### src/rtl/nn_pkg.sv
// Shared constants and state encoding for the neuron datapath.
// ROM words carry a packed Q8.8 weight/input pair, weight in the upper (MSB-first) half.
package nn_pkg;

  localparam int unsigned WORD_W     = 32;
  localparam int unsigned Q_W        = 16;
  localparam int unsigned FRAC_BITS  = 8;

  // Offsets in the MSB-first [0:WORD_W-1] view of a ROM word.
  localparam int unsigned WEIGHT_POS = 0;
  localparam int unsigned INPUT_POS  = Q_W;

  typedef enum logic [1:0] {
    StIdle,
    StFetch,
    StDrain,
    StAct
  } state_e;

endpackage

### src/rtl/mac_unit.sv
// Signed Q8.8 x Q8.8 multiplier feeding a registered, sign-extended accumulator.
module mac_unit
  import nn_pkg::*;
#(
  parameter int unsigned ACC_W = 40
) (
  input  logic                    clk_i,
  input  logic                    rst_ni,
  input  logic                    clr_i,
  input  logic                    en_i,
  input  logic signed [Q_W-1:0]   weight_i,
  input  logic signed [Q_W-1:0]   data_i,
  output logic signed [ACC_W-1:0] acc_nxt_o
);

  logic signed [2*Q_W-1:0] prod;
  logic signed [ACC_W-1:0] prod_ext;
  logic signed [ACC_W-1:0] acc_q, acc_d;

  assign prod     = weight_i * data_i;
  assign prod_ext = ACC_W'(prod);

  always_comb begin
    acc_d = acc_q;
    if (clr_i) begin
      acc_d = '0;
    end else if (en_i) begin
      acc_d = acc_q + prod_ext;
    end
  end

  always_ff @(posedge clk_i or negedge rst_ni) begin
    if (!rst_ni) begin
      acc_q <= '0;
    end else begin
      acc_q <= acc_d;
    end
  end

  // The controller captures the sum on the same edge as the final accumulate.
  assign acc_nxt_o = acc_d;

endmodule

### src/rtl/neuron_mac_controller.sv
// Reads one neuron's weight/input words from ROM, accumulates their products and
// applies a strict greater-than threshold activation.
module neuron_mac_controller
  import nn_pkg::*;
#(
  parameter int unsigned             NUM_INPUTS = 8,
  parameter int unsigned             ADDR_W     = 8,
  parameter int unsigned             BASE_ADDR  = 0,
  parameter int unsigned             ACC_W      = 40,
  parameter logic signed [ACC_W-1:0] THRESHOLD  = '0
) (
  input  logic              clk,
  input  logic              reset,
  input  logic              start,
  input  logic [0:WORD_W-1] rom_data,
  input  logic              rom_valid,
  output logic              rom_rd,
  output logic [ADDR_W-1:0] rom_addr,
  output logic              busy,
  output logic              done,
  output logic [ACC_W-1:0]  sum,
  output logic              neuron_out
);

  localparam int unsigned      CNT_W      = $clog2(NUM_INPUTS + 1);
  localparam logic [CNT_W-1:0] LAST_ISSUE = CNT_W'(NUM_INPUTS - 1);
  localparam logic [CNT_W-1:0] NUM_WORDS  = CNT_W'(NUM_INPUTS);

  state_e                  state_q, state_d;
  logic [CNT_W-1:0]        issue_cnt_q, issue_cnt_d;
  logic [CNT_W-1:0]        recv_cnt_q, recv_cnt_d;
  logic [ACC_W-1:0]        sum_q, sum_d;
  logic                    nout_q, nout_d;
  logic                    clr;
  logic                    accept;
  logic signed [ACC_W-1:0] acc_nxt;

  assign busy     = (state_q == StFetch) || (state_q == StDrain);
  assign rom_rd   = (state_q == StFetch);
  assign rom_addr = rom_rd ? (ADDR_W'(BASE_ADDR) + ADDR_W'(issue_cnt_q)) : '0;
  assign done     = (state_q == StAct);
  assign sum      = sum_q;
  assign neuron_out = nout_q;

  always_comb begin
    state_d     = state_q;
    issue_cnt_d = issue_cnt_q;
    recv_cnt_d  = recv_cnt_q;
    sum_d       = sum_q;
    nout_d      = nout_q;
    clr         = 1'b0;
    // Words beyond the burst length are dropped.
    accept      = busy && rom_valid && (recv_cnt_q < NUM_WORDS);
    if (accept) begin
      recv_cnt_d = recv_cnt_q + 1'b1;
    end
    unique case (state_q)
      StIdle: begin
        if (start) begin
          state_d     = StFetch;
          clr         = 1'b1;
          issue_cnt_d = '0;
          recv_cnt_d  = '0;
          sum_d       = '0;
          nout_d      = 1'b0;
        end
      end
      StFetch: begin
        issue_cnt_d = issue_cnt_q + 1'b1;
        if (issue_cnt_q == LAST_ISSUE) begin
          state_d = StDrain;
        end
      end
      StDrain: begin
        if (recv_cnt_d == NUM_WORDS) begin
          state_d = StAct;
          sum_d   = acc_nxt;
          nout_d  = acc_nxt > THRESHOLD;
        end
      end
      StAct: begin
        state_d = StIdle;
      end
      default: begin
        state_d = StIdle;
      end
    endcase
  end

  always_ff @(posedge clk or negedge reset) begin
    if (!reset) begin
      state_q     <= StIdle;
      issue_cnt_q <= '0;
      recv_cnt_q  <= '0;
      sum_q       <= '0;
      nout_q      <= 1'b0;
    end else begin
      state_q     <= state_d;
      issue_cnt_q <= issue_cnt_d;
      recv_cnt_q  <= recv_cnt_d;
      sum_q       <= sum_d;
      nout_q      <= nout_d;
    end
  end

  mac_unit #(
    .ACC_W(ACC_W)
  ) u_mac (
    .clk_i    (clk),
    .rst_ni   (reset),
    .clr_i    (clr),
    .en_i     (accept),
    .weight_i (rom_data[WEIGHT_POS +: Q_W]),
    .data_i   (rom_data[INPUT_POS +: Q_W]),
    .acc_nxt_o(acc_nxt)
  );

endmodule

### config.mk
export PLATFORM = sky130hd
export DESIGN_NAME = neuron_mac_controller
export DESIGN_NICKNAME = d
export VERILOG_FILES = /design/src/rtl/nn_pkg.sv /design/src/rtl/mac_unit.sv /design/src/rtl/neuron_mac_controller.sv
export SDC_FILE = /design/constraint.sdc
export NUM_CORES = 1
export LEC_CHECK = 0
export ABC_CLOCK_PERIOD_IN_PS = 6700
export BUFFER_PORTS_ARGS = -buffer_cell sky130_fd_sc_hd__buf_2
export CORE_MARGIN = 2
export CORE_UTILIZATION = 43
export DETAILED_ROUTE_END_ITERATION = 6
export HOLD_SLACK_MARGIN = 0.12
export PLACE_DENSITY_LB_ADDON = 0.12
export SLEW_MARGIN = 30
export SYNTH_ARGS = -nofsm -noshare
export SYNTH_HDL_FRONTEND = slang
export SYNTH_SLANG_ARGS = --single-unit
### constraint.sdc
create_clock -name clk -period 6.7 [get_ports clk]
set_input_delay 0.335 -clock clk [delete_from_list [all_inputs] [get_ports clk]]
set_output_delay 0.335 -clock clk [all_outputs]
set_load 0.05 [all_outputs]
Word-level counts from Yosys, hierarchy flattened
Cells that the tools add are included.

storage, ports and cells
  register bits = 91
  word-level logic and storage cells = 49
  output and inout bits = 52

cells by class
  equality and inequality tests = 8
  $mul = 1
  mux-type cells = 20
  reductions and logical operators = 9
  magnitude comparators = 2
  $add $sub $neg = 3

operators with widths
  cell                                                  count
  2-to-1 mux 40 bit                                     4
  case mux 40 bit (2 select lines)                      1
  adder 40 x 32 -> 40 bit                               1
  > comparator 40 x 1 -> 1 bit (second input constant)  1
  multiplier 16 x 16 -> 32 bit                          1
  2-to-1 mux 4 bit                                      5
  adder 4 x 1 -> 4 bit (second input constant)          2
  case mux 2 bit (4 select lines)                       1
  case mux 4 bit (2 select lines)                       1
  2-to-1 mux 2 bit                                      3
  AND reduction 3 bit                                   2
  equality test 2 bit (second input constant)           2
  equality test 4 x 3 -> 1 bit (second input constant)  1
  equality test 4 bit (second input constant)           1
  < comparator 4 bit (second input constant)            1
  2-to-1 mux 1 bit                                      4
  != test 2 x 1 -> 1 bit (second input constant)        2
  nonzero test 2 bit                                    2
  equality test 2 x 1 -> 1 bit (second input constant)  1
  logical AND 1 bit                                     2
  logical NOT 2 bit                                     1
  != test 2 bit (second input constant)                 1
  case mux 1 bit (2 select lines)                       1
  AND reduction 2 bit                                   1
  logical OR 1 bit                                      1

Logic depth before layout (Yosys ltp)
Gate-level depths: netlist of the first run.

  depth after elaboration = 9
  gate-level depth with buffers = 26

Hierarchy
From an unflattened synthesis of the first run, not the netlist that was laid out.

unflattened totals
  cells, all modules = 1742
  area, all modules = 16777.3 µm²

by module, submodules not included
  module                 instances  area each (µm²)  sequential area each (µm²)  cells each
  mac_unit               1          14291.2          1001.0                      1543
  neuron_mac_controller  1          2486.1           1276.2                      199

Worst setup path after synthesis of the first run
Ideal clock, no wire load.

  path kind = input to register
  from = in rom_data[0] (netlist bit)
  to = reg nout_q (netlist: neuron_out)
  data arrival time = 6.683 ns
  library setup time = 0.131 ns
  setup slack = -0.115 ns
  required time = 6.569 ns
  cell stages on the path = 24
  cells stage by stage = clkbuf_1 nand2_1 inv_1 fa_1 fa_1 inv_1 fa_1 fa_1 inv_1 fa_1 inv_1 fa_1 inv_1 ha_1 clkbuf_1 a21oi_1 o21ai_0 a21o_1 a31o_1 or3_1 a32o_2 or4_1 nor4_1 a21oi_1

between the ends
  cells in the longest elaborated chain, start to end = 7

ends and longest elaborated chain
  element                          line                          source
  from (decl)                      neuron_mac_controller.sv:15   input logic [0:WORD_W-1] rom_data,
  multiplier 16 x 16 -> 32 bit     mac_unit.sv:20                assign prod = weight_i * data_i;
  adder 40 x 32 -> 40 bit          mac_unit.sv:28                acc_d = acc_q + prod_ext;
  2-to-1 mux 40 bit                mac_unit.sv:27                end else if (en_i) begin
  2-to-1 mux 40 bit                mac_unit.sv:25                if (clr_i) begin
  net acc_nxt[30]                  neuron_mac_controller.sv:36   logic signed [ACC_W-1:0] acc_nxt;
  > comparator 40 x 1 -> 1 bit     neuron_mac_controller.sv:78   nout_d = acc_nxt > THRESHOLD;
  2-to-1 mux 1 bit                 neuron_mac_controller.sv:75   if (recv_cnt_d == NUM_WORDS) begin
  case mux 1 bit (2 select lines)  neuron_mac_controller.sv:57   unique case (state_q)
  to (signal assigned)             neuron_mac_controller.sv:102  nout_q <= nout_d;
  to (decl)                        neuron_mac_controller.sv:33   logic nout_q, nout_d;

The timed path passes the listed nets, and every way through them passes these cells. The select of a mux whose other input is x is not followed.
A chain may end at the register's enable or synchronous reset.

Final worst setup path of the first run
Ends and elaborated chain as after synthesis.

==> flow_metrics.tcl, run 1 <==
set metrics [dict create \
    startpoint_type "primary input" \
    grtUsageTotal_pct 22.2 \
    drc 0 \
    cpMostUsedCell "fa_1" \
    ant_nets 0 \
    slew_viol_final 0 \
    rows 72 \
    status "completed" \
    syn_area_mm2 0.0168 \
    synth_area_leaders "fa_1, dfrtp_1, inv_1" \
    cts_tree "yes" \
    dpl_cell_area_mm2 0.0191 \
    grt_pass1_wl_mm 72.8 \
    clock_path_buffers 2 \
    dr.pass1.iters 5 \
    cp.required_ns 6.92 \
    finalSetupViolCount 0 \
    diodes 0 \
    vias_per_cell 4.97 \
    fp.coreArea_mm2 0.0386 \
    drt_wl_total_mm 42.2 \
    clock-sinks 91 \
    n_fill_cell 3736 \
    layout-drive-gt1-share_pct 16.7 \
    grt_pass1_vias 13800 \
    cts_made_buffers 9 \
    yosys.cell_types.count 81 \
    place.gp.congestion 0.879 \
    yosysWarnings 0 \
    hp-class "in2reg" \
    path_max_fanout 9 \
    die_w_um 201 \
    first_iter_violations 651 \
    cp_cell_sequence "clkbuf_4, buf_4, nand2_1, fa_1, inv_2, fa_1, fa_1, fa_1, fa_1, inv_1, fa_1, inv_1, ha_1, and4_4, nor2b_4, and2_4, a22oi_4, a21boi_2, or3_1, a32o_2, or4_1, nor4_2, a21oi_1" \
    dp_hpwl_mm 36.6 \
    slew_headroom_pct 46.2 \
    overflow 0 \
    io_pins 88 \
    cp_top_family "adder cells" \
    fmax_mhz 154 \
    clock_latency_ns 0.34 \
    die_h_um 201 \
    synth-seq-cells 91 \
    path_buf_inv 5 \
    cp.arrival_ns 6.70 \
    finish.net_count 2505 \
    start_util_pct 43.5 \
    avgSynthCellArea_um2 9.32 \
    root_buffer "clkbuf_16" \
    async_reset_ff_share_pct 100 \
    yosysSeqAreaShare_pct 13.6 \
    maxCapViolations 0 \
    grt_max_degree 65 \
    worst_pin_slew_ns 0.804 \
    die-area_mm2 0.0406 \
    synth_edf_count 0 \
    finalClockSkew_ns 0.00847 \
    min_period_ns 6.48 \
    yosys_most_used_dff "dfrtp_1" \
    io_buffers 83 \
    end_kind "flop" \
    fin_crit_sh_pct 96.8 \
    cts_htree_levels 3 \
    slowest_stage "fa_1" \
    vias 12600 \
    synth_top_cell_area_share_pct 39.4 \
    postSynthCellCount 1799 \
    slowest_delay_ns 0.59 \
    wire_per_inst_um 16.6 \
    utilization_pct 50.7 \
    critical_path_class "in2reg" \
    path_clk_slew_ns 0.07 \
    area_growth_pct 16.6 \
    rsz0062_at_grt "no" \
    final_area_mm2 0.0195 \
    final_hold_viol_count 0 \
    antenna_found_initial 0 \
    yosys.area.top_type "fa_1" \
]
[synth_stat cells, drive strengths merged (15+ instances only)]
master and instances:
dfrtp 91, a22o 35, inv 418, nand3 22, nor3 15, ha 121, fa 330, clkbuf 59
and2 133, a21oi 55, nor2 58, a21o 22, nand2 191, o21ai 56
[state kept, by name (all words and copies together) (netlist names)]
register,cells
neuron_out,1
recv_cnt_q,4
sum,40
issue_cnt_q,4
state_q,2
u_mac.acc_q,40
[metrics by stage]
stage                     cells  hold slack, ns  TNS, ns  setup WS (ns)
after floorplan            1802          0.0394        0         0.0195
after global routing       2541           0.340        0        0.00173
after detailed placement   2521           0.272   -0.969         -0.314
after CTS                  2538           0.319        0        0.00842
after global placement     2521           0.270   -0.670         -0.225
final                      2541           0.336        0          0.217
[worst register-to-register path, cell delays in order, from the launching register on]
cell	delay, ns
dfrtp_1	0.32
inv_1	0.10
fa_1	0.53
inv_1	0.05
fa_1	0.42
fa_1	0.52
fa_1	0.57
inv_1	0.06
fa_1	0.48
inv_1	0.05
ha_1	0.39
and4_1	0.27
and2_4	0.18
a22oi_4	0.17
a21boi_2	0.07
or3_1	0.34
a32o_2	0.28
or4_1	0.55
nor4_2	0.31
a21oi_1	0.10
[path summary, 6_finish.rpt]
check / start / end / slack [ns] / depth (start not counted)
max in group asynchronous: reset / u_mac.acc_q[5] / 5.12 / 3
min in group asynchronous: reset / u_mac.acc_q[39] / 0.45 / 2
hold reg to reg: sum[36] / sum[36] / 0.50 / 2
setup reg to reg: u_mac.acc_q[15] / neuron_out / 0.83 / 19
hold / removal: start / issue_cnt_q[2] / 0.34 / 3
setup / recovery: rom_data[0] / neuron_out / 0.22 / 23
[cells by family (layout without fill, tap and decap cells)]
kind of cell,after synthesis,in the layout,share of synthesized area (%)
AOI/OAI and AO/OA,266,266,11.2
buffers and inverters,491,712,11.2
other,1,4,0.0224
adders and majority gates,451,451,48.5
DFF,91,91,13.6
muxes,3,3,0.187
xor gates and xnor gates,21,21,1.10
and+or+nand+nor,475,475,14.2
[repair_timing]
action,4_1_cts,5_1_grt
setup buffers,0,3
endpoints found under the setup margin,0,6
hold buffers,1,0
endpoints found under the hold margin,27,0
resized for setup,0,29
[per-layer routing]
| layer | track usage, % | routed length [µm] | vias up |
|---|---|---|---|
| met5 | 0 | 0 | - |
| met4 | 4.02 | 604 | 0 |
| met3 | 1.64 | 1600 | 37 |
| met2 | 33.4 | 18100 | 236 |
| met1 | 35.2 | 21800 | 6327 |
| li1 | - | - | 6036 |
[layout by cell type, fill, tap and decap left out, drive strengths merged, types with 9 or more instances in the layout]
cell    instances
nand2         191
inv           421
o21a            9
o21ai          56
and2          133
xnor2          11
a211oi         11
fa            330
nor3           15
o211ai         10
a22o           35
buf           272
nor2           58
a21oi          55
xor2           10
ha            121
a21o           22
nand3          22
clkbuf         14
dfrtp          91
[layout make-up]
| type | count | area, µm² | share of cell area [%] |
|---|---|---|---|
| Multi-Input combinational cell | 1220 | 12700 | 65.1 |
| Timing Repair Buffer | 278 | 2010 | 10.3 |
| Inverter | 418 | 1570 | 8.05 |
| Clock inverter | 7 | 82.6 | 0.423 |
| Tap cell | 518 | 648 | 3.32 |
| Sequential cell | 91 | 2280 | 11.7 |
| Clock buffer | 9 | 225 | 1.15 |
Power of run 1 is left out: the tool's default activity adds up to more than one toggle a clock period on the data nets, which glitch-free logic cannot reach.
==> run 2, diff against run 1 <==
--- a/config.mk
+++ b/config.mk
@@ -12,6 +12,7 @@
 export DETAILED_ROUTE_END_ITERATION = 6
 export HOLD_SLACK_MARGIN = 0.12
 export PLACE_DENSITY_LB_ADDON = 0.12
+export SETUP_SLACK_MARGIN = 0.5
 export SLEW_MARGIN = 30
 export SYNTH_ARGS = -nofsm -noshare
 export SYNTH_HDL_FRONTEND = slang
==> run 2 against run 1 <==
- die area stayed put
- hold slack better by 0.0022 ns
- sequential share of layout area is 0.65 points lower
==> flow_metrics.tcl, run 2 (same netlist as run 1, synthesis figures left out) <==
set metrics [dict create \
    wire_per_inst_um 16.8 \
    fin_crit_sh_pct 94.1 \
    fp.coreArea_mm2 0.0386 \
    grt_max_degree 66 \
    rsz0062_at_grt "yes" \
    root_buffer "clkbuf_16" \
    final_common_cell "inv_1" \
    first_iter_violations 591 \
    startpoint_type "primary input" \
    seqCellArea_mm2 0.00228 \
    antenna_found_initial 1 \
    hp-class "in2reg" \
    drt_wl_total_mm 43.3 \
    clock_path_buffers 2 \
    finalSetupTns_ns 0 \
    die_w_um 201 \
    clock_latency_ns 0.35 \
    final_cell_mix "inv_1, fa_1, buf_4" \
    io_pins 88 \
    die_h_um 201 \
    slew_viol_final 0 \
    finalClockSkew_ns 0.0132 \
    grtUsageTotal_pct 22.2 \
    area_growth_pct 23.5 \
    n_fill_cell 3621 \
    cp.arrival_ns 6.54 \
    cp.required_ns 6.93 \
    start_util_pct 43.5 \
    die-area_mm2 0.0406 \
    path_clk_slew_ns 0.08 \
    clock-sinks 91 \
    maxCapViolations 0 \
    fmax_mhz 159 \
    min_period_ns 6.30 \
    grt_pass1_vias 13900 \
    place.gp.congestion 0.872 \
    multi_input_area_mm2 0.0134 \
    slew_headroom_pct 43.3 \
    finalSetupViolCount 0 \
    dr.pass1.iters 5 \
    end_kind "flop" \
    rows 72 \
    critical_path_class "in2reg" \
    drc 0 \
    status "completed" \
    cts_made_buffers 9 \
    ant_nets 0 \
    grt_pass1_wl_mm 73.0 \
    io_buffers 83 \
    vias_per_cell 5.01 \
    final_hold_viol_count 0 \
    path_max_fanout 5 \
    cts_tree "yes" \
    vias 12900 \
    overflow 0 \
    cts_htree_levels 3 \
    worst_pin_slew_ns 0.848 \
    dp_hpwl_mm 36.5 \
    layout-drive-gt1-share_pct 22.3 \
    finish.net_count 2537 \
]
-- run 2: changes by cell type in the layout (fill, tap and decap cells not counted), moves of 8 or more --
| cell | before | now |
|---|---|---|
| buf_6 | 0 | 21 |
| ha_1 | 120 | 102 |
| ha_4 | 1 | 18 |
| buf_2 | 77 | 63 |
| buf_4 | 186 | 200 |
| o21ai_0 | 52 | 38 |
| a21oi_1 | 46 | 33 |
| buf_12 | 9 | 17 |
-- run 2: metrics by stage --
step           setup slack (ns)  cell area [µm²]  instances  hold WS [ns]  utilization, %
5_1_grt                   0.177            20700       2573         0.343            53.7
3_3_place_gp             -0.196            19100       2508         0.278            49.5
6_report                  0.397            20700       2574         0.338            53.7
2_1_floorplan             0.384            16900       1802        0.0394               -
4_1_cts                   0.378            19700       2529         0.317            51.0
3_5_place_dp             -0.157            19100       2508         0.277            49.5
-- run 2: path summary, 6_finish.rpt --
kind,endpoint,slack [ns],cells after the start,start
hold / removal,issue_cnt_q[2],0.34,3,start
max in group asynchronous,sum[5],5.10,3,reset
setup / recovery,neuron_out,0.40,28,rom_data[29]
hold reg to reg,sum[36],0.49,2,sum[36]
setup reg to reg,neuron_out,0.93,21,u_mac.acc_q[9]
min in group asynchronous,sum[25],0.44,2,reset
-- run 2: critical path: stages --
cell	delay, ns
buf_12	0.11
buf_12	0.12
nand2_4	0.05
inv_2	0.04
fa_2	0.52
buf_4	0.17
fa_1	0.50
inv_1	0.05
fa_1	0.51
inv_1	0.05
fa_1	0.46
fa_1	0.50
inv_1	0.05
fa_1	0.48
inv_1	0.06
ha_4	0.24
a21oi_2	0.21
o21ai_4	0.10
a211oi_2	0.29
a31oi_4	0.14
buf_6	0.16
a21o_1	0.20
a2111o_1	0.37
o211ai_1	0.09
buf_4	0.16
o2111ai_4	0.14
nor4_4	0.30
a21oi_1	0.09
-- run 2: final cells by class --
cell class	instances	area share, %
Antenna cell	1	0.0121
Inverter	418	7.63
Tap cell	518	3.13
Clock buffer	9	1.09
Multi-Input combinational cell	1220	64.6
Timing Repair Buffer	310	12.3
Clock inverter	7	0.314
Sequential cell	91	11.0
-- run 2: layer usage --
metal  part of all wire (%)  track usage, %  up-vias
met1                     50            33.9     6497
met3                    3.7            2.09       41
li1                       -               -     6092
met2                     45            34.6      257
met4                    1.8            4.60        0
met5                      0               0        -
-- run 2: what timing repair did --
item,CTS,global route
buffers inserted,4,40
setup endpoints to repair,10,18
gates resized for setup,61,145
cloned,0,4
hold buffers,1,0
hold endpoints to repair,26,0
pin swaps,28,68
Power of run 2 is left out for the same reason.
==> run 3, diff against run 2 <==
--- a/config.mk
+++ b/config.mk
@@ -8,7 +8,7 @@
 export ABC_CLOCK_PERIOD_IN_PS = 6700
 export BUFFER_PORTS_ARGS = -buffer_cell sky130_fd_sc_hd__buf_2
 export CORE_MARGIN = 2
-export CORE_UTILIZATION = 43
+export CORE_UTILIZATION = 48
 export DETAILED_ROUTE_END_ITERATION = 6
 export HOLD_SLACK_MARGIN = 0.12
 export PLACE_DENSITY_LB_ADDON = 0.12
==> run 3 against run 2 <==
- final area down 1.7%
- worst setup slack improved by 0.070 ns
- cell count down 3.4%
- sequential share of layout area grew 0.19 points
- critical path type unchanged
- non-clock buffer count shrank 24
- critical path depth decreased by 3
- clock skew fell by 0.0050 ns
- utilization up 5.4 points
- global-route usage increased by 2.7 points
==> flow_metrics.tcl, run 3 (same netlist as run 1, synthesis figures left out) <==
set metrics [dict create \
    status "completed" \
    min_period_ns 6.23 \
    end_kind "flop" \
    vias_per_cell 5.16 \
    die-area_mm2 0.0364 \
    cts_tree "yes" \
    worst_pin_slew_ns 0.885 \
    finish.net_count 2513 \
    grt_pass1_vias 14000 \
    final_common_cell "inv_1" \
    grt_pass1_wl_mm 72.6 \
    wire_per_inst_um 17.1 \
    startpoint_type "primary input" \
    final_hold_viol_count 0 \
    drc 0 \
    rows 68 \
    slew_viol_final 0 \
    utilization_pct 59.0 \
    vias 12800 \
    antenna_found_initial 2 \
    path_max_fanout 9 \
    dr.pass1.iters 7 \
    drt_wl_total_mm 42.5 \
    cp.required_ns 6.92 \
    grtUsageTotal_pct 25.0 \
    overflow 0 \
    cp.arrival_ns 6.45 \
    place.gp.congestion 0.863 \
    layout-drive-gt1-share_pct 22.0 \
    grt_max_degree 55 \
    clock_latency_ns 0.34 \
    start_util_pct 48.6 \
    clock_path_buffers 2 \
    cts_made_buffers 9 \
    dp_hpwl_mm 35.9 \
    clock-sinks 91 \
    fp.coreArea_mm2 0.0345 \
    maxCapViolations 0 \
    fmax_mhz 160 \
    die_w_um 191 \
    fin_crit_sh_pct 93.0 \
    finalSetupTns_ns 0 \
    final_cell_mix "inv_1, fa_1, buf_4" \
    slew_headroom_pct 40.8 \
    cts_htree_levels 3 \
    io_buffers 83 \
    first_iter_violations 735 \
    finalClockSkew_ns 0.00823 \
    root_buffer "clkbuf_16" \
    ant_nets 0 \
    die_h_um 191 \
    hp-class "in2reg" \
    slowest_delay_ns 0.59 \
    rsz0062_at_grt "yes" \
    critical_path_class "in2reg" \
    finalSetupViolCount 0 \
    path_clk_slew_ns 0.06 \
    slowest_stage "fa_1" \
    io_pins 88 \
    cpMostUsedCell "fa_1" \
    area_growth_pct 21.4 \
]
-- run 3: changes by cell type in the layout (fill, tap and decap cells not counted), sizes merged --
| cell | delta |
|---|---|
| buf | -20 |
| bufinv | +2 |
| clkbuf | -4 |
| clkinv | +1 |
| inv | -4 |
-- run 3: routing by layer --
layer	up-vias	global-route usage, %	routed length (µm)
li1	6045	-	-
met2	301	39.9	19600
met4	0	4.56	600
met1	6442	37.5	20400
met5	-	0	0
met3	39	2.19	1920
-- run 3: cell type report --
| cell class | count | area [µm²] |
|---|---|---|
| multi-input combinational | 1220 | 13300 |
| antenna | 1 | 2.50 |
| timing repair buffer | 286 | 2280 |
| sequential | 91 | 2280 |
| fill | 3111 | 14100 |
| clock buffer | 9 | 225 |
| inverter | 418 | 1580 |
| clock inverter | 6 | 90.1 |
| tap | 455 | 569 |
-- run 3: final timing paths --
path	start	to	slack [ns]	cells past startpoint
worst min-delay path	start	issue_cnt_q[2]	0.36	3
worst min register to register	sum[39]	sum[39]	0.49	2
max in group asynchronous	reset	u_mac.acc_q[6]	5.14	3
worst max-delay path	rom_data[30]	neuron_out	0.47	25
min in group asynchronous	reset	sum[26]	0.49	2
worst max register to register	u_mac.acc_q[3]	neuron_out	1.02	21
-- run 3: timing repair --
| item | CTS | global route |
|---|---|---|
| setup buffers | 7 | 23 |
| hold buffers | 1 | 0 |
| endpoints found under the setup margin | 13 | 15 |
| pin swaps | 31 | 74 |
| cloned | 0 | 1 |
| endpoints found under the hold margin | 37 | 0 |
| resized for setup | 67 | 144 |
-- run 3: critical path: cells and delay by family --
kind	cells	cell delay [ns]
adders and majority gates	7	3.36
and+or+nand+nor	7	1.61
AOI/OAI and AO/OA	4	0.58
buffers and inverters	7	0.55
-- run 3: per-stage QoR --
stage                     setup WS [ns]  instance area, µm²  instances  hold slack, ns
after detailed placement         -0.187               18900       2438           0.332
after global routing              0.251               20300       2485           0.399
after CTS                         0.435               19600       2461           0.350
after floorplan                   0.384               16900       1802          0.0394
final                             0.467               20300       2486           0.361
after global placement           -0.147               18900       2438           0.328
Power of run 3 is left out for the same reason.
